**src/rtl/viterbi_pkg.sv**
```systemverilog
// Shared definitions for the rate-1/2 convolutional encoder and its Viterbi decoder:
// default code parameters, encoder FSM states and the parity helper.
package viterbi_pkg;

    localparam int               ENC_K  = 3;
    localparam logic [ENC_K-1:0] ENC_G0 = 3'b111;
    localparam logic [ENC_K-1:0] ENC_G1 = 3'b101;

    typedef enum logic [1:0] {IDLE, DATA, TAIL} enc_state_t;

    function automatic logic parity(input logic [31:0] w, input logic [31:0] g);
        return ^(w & g);
    endfunction

endpackage

```
**src/rtl/conv_encoder_framed_if.sv**
```systemverilog
// Bit-in / symbol-out bus of the framed convolutional encoder.
// The source of information bits uses master; the encoder uses slave.
interface conv_encoder_framed_if;

    logic        enable_i;
    logic        d_in;
    logic        ready_o;
    logic        valid_o;
    logic [1:0]  d_out;
    logic        sof_o;
    logic        eof_o;
    logic [15:0] frame_ct_o;

    modport master (
        output enable_i, d_in,
        input  ready_o, valid_o, d_out, sof_o, eof_o, frame_ct_o
    );

    modport slave (
        input  enable_i, d_in,
        output ready_o, valid_o, d_out, sof_o, eof_o, frame_ct_o
    );

endinterface

```
**src/rtl/conv_enc_core.sv**
```systemverilog
// Shift register plus two generator parity taps; emits one registered 2-bit symbol per shift.
// sr[0] holds the previous input bit, sr[K-2] the oldest.
module conv_enc_core
    import viterbi_pkg::*;
#(
    parameter int           K  = ENC_K,
    parameter logic [K-1:0] G0 = ENC_G0,
    parameter logic [K-1:0] G1 = ENC_G1
) (
    input  logic       clk,
    input  logic       rst,
    input  logic       shift_en,
    input  logic       b,
    input  logic       clr,
    output logic [1:0] sym
);

    logic [K-2:0] sr;
    logic [K-2:0] sr_next;
    logic [K-1:0] w;

    // Window runs newest to oldest below b, so a generator MSB taps b and its LSB
    // the oldest bit: the usual octal 7/5 convention the decoder expects.
    always_comb begin
        w[K-1]     = b;
        sr_next[0] = b;
        for (int i = 0; i < K-1; i++) begin
            w[K-2-i] = sr[i];
        end
        for (int i = 1; i < K-1; i++) begin
            sr_next[i] = sr[i-1];
        end
    end

    // NOTE: non-blocking updates so sym is computed from the window as it was before this edge.
    always_ff @(posedge clk or negedge rst) begin
        if (!rst) begin
            sr  <= '0;
            sym <= 2'b00;
        end else if (shift_en) begin
            sym <= {parity(32'(w), 32'(G0)), parity(32'(w), 32'(G1))};
            sr  <= clr ? '0 : sr_next;
        end
    end

endmodule

```
**src/rtl/conv_encoder_framed.sv**
```systemverilog
// Framed rate-1/2 convolutional encoder: frame FSM, bit/tail counters and sof/eof flags
// around conv_enc_core, appending K-1 zero tail bits so the trellis terminates in state 0.
module conv_encoder_framed
    import viterbi_pkg::*;
#(
    parameter int           K         = ENC_K,
    parameter logic [K-1:0] G0        = ENC_G0,
    parameter logic [K-1:0] G1        = ENC_G1,
    parameter int           FRAME_LEN = 256,
    parameter bit           TAIL_EN   = 1'b1
) (
    input logic                  clk,
    input logic                  rst,
    conv_encoder_framed_if.slave bus
);

    localparam int BCW = $clog2(FRAME_LEN + 1);
    localparam int TCW = (K > 2) ? $clog2(K - 1) : 1;

    enc_state_t     state, state_next;
    logic [BCW-1:0] bit_ct, bit_ct_next;
    logic [TCW-1:0] tail_ct, tail_ct_next;
    logic [15:0]    frame_ct;
    logic           valid, sof, eof;
    logic           accept, last_bit, last_tail;
    logic           shift_en, core_b, clr, frame_done, sof_next;
    logic [1:0]     sym;

    assign accept    = bus.enable_i && (state != TAIL);
    assign last_bit  = accept && (bit_ct == BCW'(FRAME_LEN - 1));
    assign last_tail = (state == TAIL) && (tail_ct == TCW'(K - 2));

    // NOTE: every output of this block gets a default first, so no path can infer a latch.
    always_comb begin
        state_next   = state;
        bit_ct_next  = bit_ct;
        tail_ct_next = tail_ct;
        shift_en     = 1'b0;
        core_b       = bus.d_in;
        clr          = 1'b0;
        frame_done   = 1'b0;
        sof_next     = 1'b0;
        unique case (state)
            IDLE, DATA: begin
                if (accept) begin
                    shift_en    = 1'b1;
                    sof_next    = (state == IDLE);
                    bit_ct_next = bit_ct + 1'b1;
                    state_next  = DATA;
                    if (last_bit) begin
                        if (TAIL_EN) begin
                            state_next   = TAIL;
                            tail_ct_next = '0;
                        end else begin
                            // Without a tail the next frame must start from the all-zero state.
                            clr         = 1'b1;
                            frame_done  = 1'b1;
                            bit_ct_next = '0;
                            state_next  = IDLE;
                        end
                    end
                end
            end
            TAIL: begin
                shift_en     = 1'b1;
                core_b       = 1'b0;
                tail_ct_next = tail_ct + 1'b1;
                if (last_tail) begin
                    frame_done  = 1'b1;
                    bit_ct_next = '0;
                    state_next  = IDLE;
                end
            end
            default: state_next = IDLE;
        endcase
    end

    always_ff @(posedge clk or negedge rst) begin
        if (!rst) begin
            state    <= IDLE;
            bit_ct   <= '0;
            tail_ct  <= '0;
            valid    <= 1'b0;
            sof      <= 1'b0;
            eof      <= 1'b0;
            frame_ct <= '0;
        end else begin
            state   <= state_next;
            bit_ct  <= bit_ct_next;
            tail_ct <= tail_ct_next;
            valid   <= shift_en;
            sof     <= sof_next;
            eof     <= frame_done;
            if (frame_done) begin
                frame_ct <= frame_ct + 16'd1;
            end
        end
    end

    conv_enc_core #(
        .K  (K),
        .G0 (G0),
        .G1 (G1)
    ) u_core (
        .clk      (clk),
        .rst      (rst),
        .shift_en (shift_en),
        .b        (core_b),
        .clr      (clr),
        .sym      (sym)
    );

    assign bus.ready_o    = (state != TAIL);
    assign bus.valid_o    = valid;
    assign bus.d_out      = sym;
    assign bus.sof_o      = sof;
    assign bus.eof_o      = eof;
    assign bus.frame_ct_o = frame_ct;

endmodule

```
**src/flat_wrapper.sv**
```systemverilog
// flat-port wrapper written by rule: the top's interface ports become plain ports
module conv_encoder_framed_flat import viterbi_pkg::*;
#(
    parameter int           K         = ENC_K,
    parameter logic [K-1:0] G0        = ENC_G0,
    parameter logic [K-1:0] G1        = ENC_G1,
    parameter int           FRAME_LEN = 256,
    parameter bit           TAIL_EN   = 1'b1
)
  (clk, rst, bus_enable_i, bus_d_in, bus_ready_o, bus_valid_o, bus_d_out, bus_sof_o, bus_eof_o, bus_frame_ct_o);
  conv_encoder_framed_if bus_i ();
  input logic clk;
  input logic rst;
  input wire logic [$bits(bus_i.enable_i)-1:0] bus_enable_i;
  input wire logic [$bits(bus_i.d_in)-1:0] bus_d_in;
  output wire logic [$bits(bus_i.ready_o)-1:0] bus_ready_o;
  output wire logic [$bits(bus_i.valid_o)-1:0] bus_valid_o;
  output wire logic [$bits(bus_i.d_out)-1:0] bus_d_out;
  output wire logic [$bits(bus_i.sof_o)-1:0] bus_sof_o;
  output wire logic [$bits(bus_i.eof_o)-1:0] bus_eof_o;
  output wire logic [$bits(bus_i.frame_ct_o)-1:0] bus_frame_ct_o;
  assign bus_i.enable_i = bus_enable_i;
  assign bus_i.d_in = bus_d_in;
  assign bus_ready_o = bus_i.ready_o;
  assign bus_valid_o = bus_i.valid_o;
  assign bus_d_out = bus_i.d_out;
  assign bus_sof_o = bus_i.sof_o;
  assign bus_eof_o = bus_i.eof_o;
  assign bus_frame_ct_o = bus_i.frame_ct_o;
  conv_encoder_framed #(.K(K), .G0(G0), .G1(G1), .FRAME_LEN(FRAME_LEN), .TAIL_EN(TAIL_EN)) u_core (.clk(clk), .rst(rst), .bus(bus_i));
endmodule
```
**config.mk**
```make
export PLATFORM = sky130hd
export DESIGN_NAME = conv_encoder_framed_flat
export DESIGN_NICKNAME = d
export VERILOG_FILES = /design/src/rtl/viterbi_pkg.sv /design/src/rtl/conv_encoder_framed_if.sv /design/src/rtl/conv_enc_core.sv /design/src/rtl/conv_encoder_framed.sv /design/src/flat_wrapper.sv
export SDC_FILE = /design/constraint.sdc
export NUM_CORES = 1
export LEC_CHECK = 0
export ABC_CLOCK_PERIOD_IN_PS = 3500
export CAP_MARGIN = 20
export CORE_MARGIN = 2
export CORE_UTILIZATION = 45
export CTS_BUF_LIST = sky130_fd_sc_hd__clkbuf_4
export CTS_CLUSTER_SIZE = 20
export DETAILED_ROUTE_END_ITERATION = 8
export PLACE_DENSITY = 0.77
export SETUP_SLACK_MARGIN = 0.05
export SYNTH_ARGS = -nofsm -noshare
export SYNTH_HDL_FRONTEND = slang
export SYNTH_SLANG_ARGS = --single-unit
```
**constraint.sdc**
```tcl
create_clock -name clk -period 3.5 [get_ports clk]
set_input_delay 1.05 -clock clk [delete_from_list [all_inputs] [get_ports clk]]
set_output_delay 1.05 -clock clk [all_outputs]
set_load 0.01 [all_outputs]
```
==> results of run 1 <==
## stage by stage
step / cell area [sq um] / instances
final: 1900 / 216
after floorplan: 1560 / 140
after CTS: 1900 / 216
after global routing: 1900 / 216
after global placement: 1850 / 208
after detailed placement: 1850 / 208
## cells in the mapped netlist (2+ instances only)
cell type,instances
nand4_1,6
nor2_1,8
o22ai_1,2
xor2_1,6
o21ai_0,9
nand3_1,10
ha_1,3
buf_2,2
nor2b_1,2
and4_1,7
dfrtp_1,35
xnor2_1,15
nand2_1,17
and3_1,2
a21oi_1,2
inv_1,2
## where the power goes
part / internal, uW / total, uW / leakage (uW) / switching (uW)
Combinational: 47.1 / 98.1 / 0.000359 / 51.0
Sequential: 444 / 480 / 0.000459 / 35.9
Clock: 82.1 / 204 / 0.0000307 / 122
Total: 573 / 782 / 0.000849 / 209
## cell type report
type | count | share of cell area
sequential | 35 | 0.461
multi-input combinational | 98 | 0.338
tap | 46 | 0.0303
clock inverter | 2 | 0.00395
inverter | 3 | 0.00724
timing repair buffer | 26 | 0.136
clock buffer | 6 | 0.0237
## layout by cell type (no fill, tap or decap), drive strengths merged, types with 6 or more instances in the layout
cell           instances
nor2                   8
clkdlybuf4s50         25
nand2                 17
and4                   7
xor2                   6
dfrtp                 35
clkbuf                 6
xnor2                 15
o21ai                  9
nand4                  7
nand3                 10
## logic make-up after synthesis
kind of cell / count (synthesis) / synth area share
AO/OA/AOI/OAI: 17 / 0.0628
XOR/XNOR: 21 / 0.118
adder cells (fa/ha/maj): 3 / 0.0241
buffers and inverters: 7 / 0.0233
flip-flops: 35 / 0.563
multiplexers: 1 / 0.00724
AND/OR/NAND/NOR: 56 / 0.201
## worst reg2reg max path, stage by stage (launching register included)
cell and delay, ns:
dfrtp_1 0.48, nor2b_1 0.60, nand2_1 0.21, a2bb2oi_1 0.17, o21ai_0 0.15
## state kept, by name, summed over array words and instances (netlist names)
signal	cells
u_core.bus.sof_o	1
u_core.bit_ct	9
u_core.u_core.sr	2
u_core.bus.eof_o	1
u_core.bus.frame_ct_o	16
u_core.bus.valid_o	1
u_core.tail_ct	1
u_core.u_core.sym	2
u_core.state	2
## how the worst max path moves through the flow
| stage | startpoint | to | slack, ns | cells past startpoint |
|---|---|---|---|---|
| global route | u_core.state[1]$_DFFE_PN0P_ | bus_ready_o | 0.36 | 3 |
| global placement | bus_enable_i | u_core.u_core.sym[0]$_DFFE_PN0P_ | 0.81 | 5 |
| CTS | u_core.state[1]$_DFFE_PN0P_ | bus_ready_o | 0.53 | 3 |
| floorplan | u_core.state[1]$_DFFE_PN0P_ | bus_ready_o | 1.52 | 3 |
| detailed placement | bus_enable_i | u_core.u_core.sym[0]$_DFFE_PN0P_ | 0.74 | 5 |
| finish | u_core.state[1]$_DFFE_PN0P_ | bus_ready_o | 0.55 | 3 |
## layer usage
| layer | track usage | share of wire | wire length [um] | vias up |
|---|---|---|---|---|
| li1 | - | - | - | 547 |
| met4 | 0.0861 | 0.0076 | 21 | 0 |
| met5 | 0 | 0 | 0 | - |
| met1 | 0.191 | 0.46 | 1270 | 538 |
| met3 | 0.0505 | 0.046 | 128 | 4 |
| met2 | 0.262 | 0.49 | 1350 | 30 |
==> run summary, run 1 <==
Status: finished, final reports clean
Setup violations, final: 0
Avg Inst Size Synth: 11.1 sq um
Max_cap viols: 0
WHS Endpoint: u_core.bus.frame_ct_o[15]$_DFFE_PN0P_
Fmax: 0.339 GHz
Distinct cells, synth: 28
Reg area: 876 sq um
Final WS setup: 0.553 ns
Final net count: 176
DR DRC count: 0
Layout Area Growth over Synthesis: 22.2%
Worst Path Required: 2.45 ns
Cts bufs inserted: 5
Max-slew headroom: 0.523
Rows: 21
Cts repair resizes: 0
Reg-to-reg endpoint: u_core.u_core.sym[0]$_DFFE_PN0P_
Pre-CTS WS: 0.744 ns
Sequential fraction of the synthesis area: 0.563
DR WL/cell: 12.8 um
Fraction of layout cells with a size suffix above 1: 0.0647
First-pass GRT wire length: 4.93 mm
Maximum VDD drop: 243 uV
Skew-Pair Late Insertion Delay: 0.32 ns
Diodes inserted: 0
Clock root buffer: clkbuf_4
GP Congestion: 0.808
IO Count: 26
CTS tree: built
Worst Path Buf+Inv: 2
CP arrival: 1.90 ns
Worst Setup Start Kind: flop
Tightest hold margin: 0.477 ns
CP endpoint kind: primary output
Post-synth EDFFs: 0
Total design power: 782 uW
Via count: 1119
Clk pin slew, worst setup/hold paths: 0.10 ns
Ys async rst share: 1.00
FF-to-FF path depth: 4
Postcts setup bufs: 0
Core Util, Final: 0.570
Die W: 62.8 um
Largest net degree at the start of global routing: 36
LEAKAGE: 0.000849 uW
Worst-case clock buffer depth: 2
Tcrit/Tclk final: 0.842
Cell taking the most area after synthesis: dfrtp_1
Crit-path max FO: 8
Setup TNS: 0 ns
Initial antenna violation count: 0
Final hold vios: 0
Hold buffer count at cts: 0
Synth top area share: 0.563
Remaining antenna violation count after routing: 0
Syn Inst Count: 140
Detailed Route Iter0 Violations: 58
Worst hold path class: flop to flop
Top_reg_cell synth: dfrtp_1
Via-per-instance ratio: 5.18
Final Slew Violations: 0
Seq cells post-synth: 35
Top cell family by delay on the critical path: buffers and inverters
Clock skew: 0.00719 ns
Multi-input combinational cell area: 643 sq um
Top post-synthesis cells by area: dfrtp_1 (56%), xnor2_1 (8.4%), nand2_1 (4.1%)
Post-route minimum period: 2.95 ns
Crit path largest cell delay: 0.51 ns
CP cell instances: nor2b_1, inv_1, clkdlybuf4s50_1
Slowest library cell on the worst path: clkdlybuf4s50_1
CTS sink cnt: 35
RSZ-0062 raised after global routing: false
I/O Buffers: 25
PD cells: 411 nW/um^2
Syn_nets: 147
H-tree Lvls: 2
WHS Path Cells: 1
YS warnings: 0
Fillers: 271
Core box area: 3340 sq um
GRT Util Overall: 0.161
Initial Util: 0.466
HP Start: u_core.bus.frame_ct_o[15]$_DFFE_PN0P_
Die height: 62.8 um
Crit Path Class: flop to primary output
Overflow after GRT: 0
Die ar.: 3940 sq um
Worst r2r src: u_core.state[1]$_DFFE_PN0P_
FF-to-FF setup slack: 1.81 ns
Cell area after synthesis: 1560 sq um
Post-detail-place hpwl: 2.00 mm
WL final: 2.77 mm
Actual slew at the worst max-slew pin: 0.715 ns
DR pass1 iterations: 4
Vias in the first global route: 1094
Power figures use the tool's default switching activity.
==> inputs of run 2 (changes only) <==
- ABC_CLOCK_PERIOD_IN_PS: 3500 -> 2700
- PLACE_DENSITY: 0.77 -> 0.8
- clock period: 3.5 -> 2.7 ns (I/O delays scaled with it)
==> run 2 against run 1 <==
  * Sequential share of layout area down 0.36 points
  * Global-route usage grew 1.3 points
  * Utilization is 0.45 points higher
  * Total power grew 31%
  * Combinational power up 30%
  * Via count up 3.8%
  * Die area unchanged
  * Routed wire length grew 8.9%
  * Count of clock-buffer cells in the layout did not move
  * Highest routed layer unchanged
  * First-iteration DRC count is 17% lower
  * Register-to-register slack got worse by 0.72 ns
  * Clock power rose by 32%
==> run summary, run 2 (synthesized netlist as in run 1, its figures left out) <==
WL final: 3.02 mm (+8.9%)
Die ar.: 3940 sq um (unchanged)
Die height: 62.8 um (unchanged)
Actual slew at the worst max-slew pin: 0.438 ns (-0.276 ns)
Setup TNS: 0 ns (unchanged)
LEAKAGE: 0.000859 uW (+1.2%)
IO Count: 26 (unchanged)
Vias in the first global route: 1193 (+9.0%)
Setup violations, final: 0 (unchanged)
Most frequent cells in the layout: dfrtp_1 (35), clkdlybuf4s50_1 (25), nand2_1 (17), xnor2_1 (15), nand3_1 (10)
First-pass GRT wire length: 5.34 mm (+8.3%)
Detailed Route Iter0 Violations: 48 (-17%)
Core box area: 3340 sq um (unchanged)
Final hold vios: 0 (unchanged)
Final net count: 178 (+1.1%)
DR DRC count: 0 (unchanged)
H-tree Lvls: 2 (unchanged)
Maximum VDD drop: 316 uV (+30%)
RSZ-0062 raised after global routing: false
Worst r2r src: u_core.state[0]$_DFFE_PN0P_
Worst-case clock buffer depth: 2 (unchanged)
Max-slew headroom: 0.708 (+0.185)
Die W: 62.8 um (unchanged)
Clk pin slew, worst setup/hold paths: 0.10 ns (about the same)
Status: finished, final reports clean
Initial antenna violation count: 0 (unchanged)
CP arrival: 1.66 ns (-0.24 ns)
FF-to-FF setup slack: 1.09 ns (-0.72 ns)
Fmax: 0.405 GHz
Final Slew Violations: 0 (unchanged)
Cts bufs inserted: 5 (unchanged)
DR pass1 iterations: 4 (unchanged)
Overflow after GRT: 0 (unchanged)
PD cells: 533 nW/um^2 (+30%)
Max_cap viols: 0 (unchanged)
Most common cell after layout, fill and taps aside: dfrtp_1
Crit Path Class: flop to primary output
CTS tree: built
Core Util, Final: 0.574 (+0.00450)
Final WS setup: 0.231 ns (-0.322 ns)
Worst hold path class: flop to flop
GRT Util Overall: 0.174 (+0.0127)
I/O Buffers: 25 (unchanged)
Max reg flops: 16 (unchanged)
Hold buffer count at cts: 0 (unchanged)
Largest net degree at the start of global routing: 36 (unchanged)
Worst Setup Start Kind: flop
CP endpoint kind: primary output
Via-per-instance ratio: 5.33 (+2.8%)
Clock root buffer: clkbuf_4
Critical path capture point: bus_ready_o
Postcts setup bufs: 0 (unchanged)
Cts repair resizes: 0 (unchanged)
DR WL/cell: 13.9 um (+7.9%)
CTS sink cnt: 35 (unchanged)
Remaining antenna violation count after routing: 0 (unchanged)
Skew-Pair Late Insertion Delay: 0.33 ns (about the same)
Layout Area Growth over Synthesis: 23.2%
FF-to-FF path depth: 5 (+1)
Reg-to-reg endpoint: u_core.bus.frame_ct_o[12]$_DFFE_PN0P_
Initial Util: 0.466 (unchanged)
Tightest hold margin: 0.484 ns (+0.00657 ns)
Pre-CTS WS: 0.540 ns (-0.204 ns)
Diodes inserted: 0 (unchanged)
Post-detail-place hpwl: 2.18 mm (+8.8%)
Fraction of layout cells with a size suffix above 1: 0.0756 (+0.0109)
Worst Setup SP: u_core.state[1]$_DFFE_PN0P_
GP Congestion: 0.736 (-9.0%)
Rows: 21 (unchanged)
Worst Path Required: 1.89 ns (-0.56 ns)
Clock skew: 0.0111 ns (+0.00395 ns)
Crit-path max FO: 8 (unchanged)
Tcrit/Tclk final: 0.915
Post-route minimum period: 2.47 ns
Via count: 1161 (+3.8%)
Total design power: 1020 uW (+31%)
==> run 2: routing by layer <==
metal / share of wire / vias up / GRT usage
li1: - / 554 / -
met1: 0.44 / 568 / 0.204
met2: 0.50 / 32 / 0.293
met3: 0.041 / 7 / 0.0378
met4: 0.024 / 0 / 0.103
met5: 0 / - / 0
==> run 2: worst max-delay path: stages, from the launching register on <==
cell	delay, ns
dfrtp_1	0.47
nor2b_1	0.18
inv_1	0.13
clkdlybuf4s50_1	0.56
==> run 2: worst min path at each step <==
stage,start,end,cells past startpoint,slack (ns)
after floorplan,u_core.bit_ct[6]$_DFFE_PN0P_,u_core.bit_ct[6]$_DFFE_PN0P_,1,0.46
final,u_core.bus.frame_ct_o[15]$_DFFE_PN0P_,u_core.bus.frame_ct_o[15]$_DFFE_PN0P_,1,0.48
after CTS,u_core.bus.frame_ct_o[15]$_DFFE_PN0P_,u_core.bus.frame_ct_o[15]$_DFFE_PN0P_,1,0.49
after global routing,u_core.bus.frame_ct_o[15]$_DFFE_PN0P_,u_core.bus.frame_ct_o[15]$_DFFE_PN0P_,1,0.50
after detailed placement,u_core.bus.frame_ct_o[15]$_DFFE_PN0P_,u_core.bus.frame_ct_o[15]$_DFFE_PN0P_,1,0.47
after global placement,u_core.bus.frame_ct_o[15]$_DFFE_PN0P_,u_core.bus.frame_ct_o[15]$_DFFE_PN0P_,1,0.46
==> run 2: cell type report <==
cell class / instances / area, sq um
fill: 303 / 1420
sequential: 35 / 876
multi-input combinational: 98 / 643
timing repair buffer: 28 / 273
tap: 46 / 57.6
clock buffer: 6 / 45.0
inverter: 3 / 13.8
clock inverter: 2 / 7.51
==> run 2: report_power, final <==
group,internal [uW],total [uW],leakage [uW],switching (uW)
clock network,106,269,0.0000307,162
logic,61.6,128,0.000369,66.6
registers,576,625,0.000459,49.3
total,744,1020,0.000859,278
==> run 2: stage by stage <==
stage,std cells,area (sq um)
finish,218,1920
global route,218,1920
CTS,218,1920
detailed placement,210,1860
global placement,210,1860
floorplan,140,1560
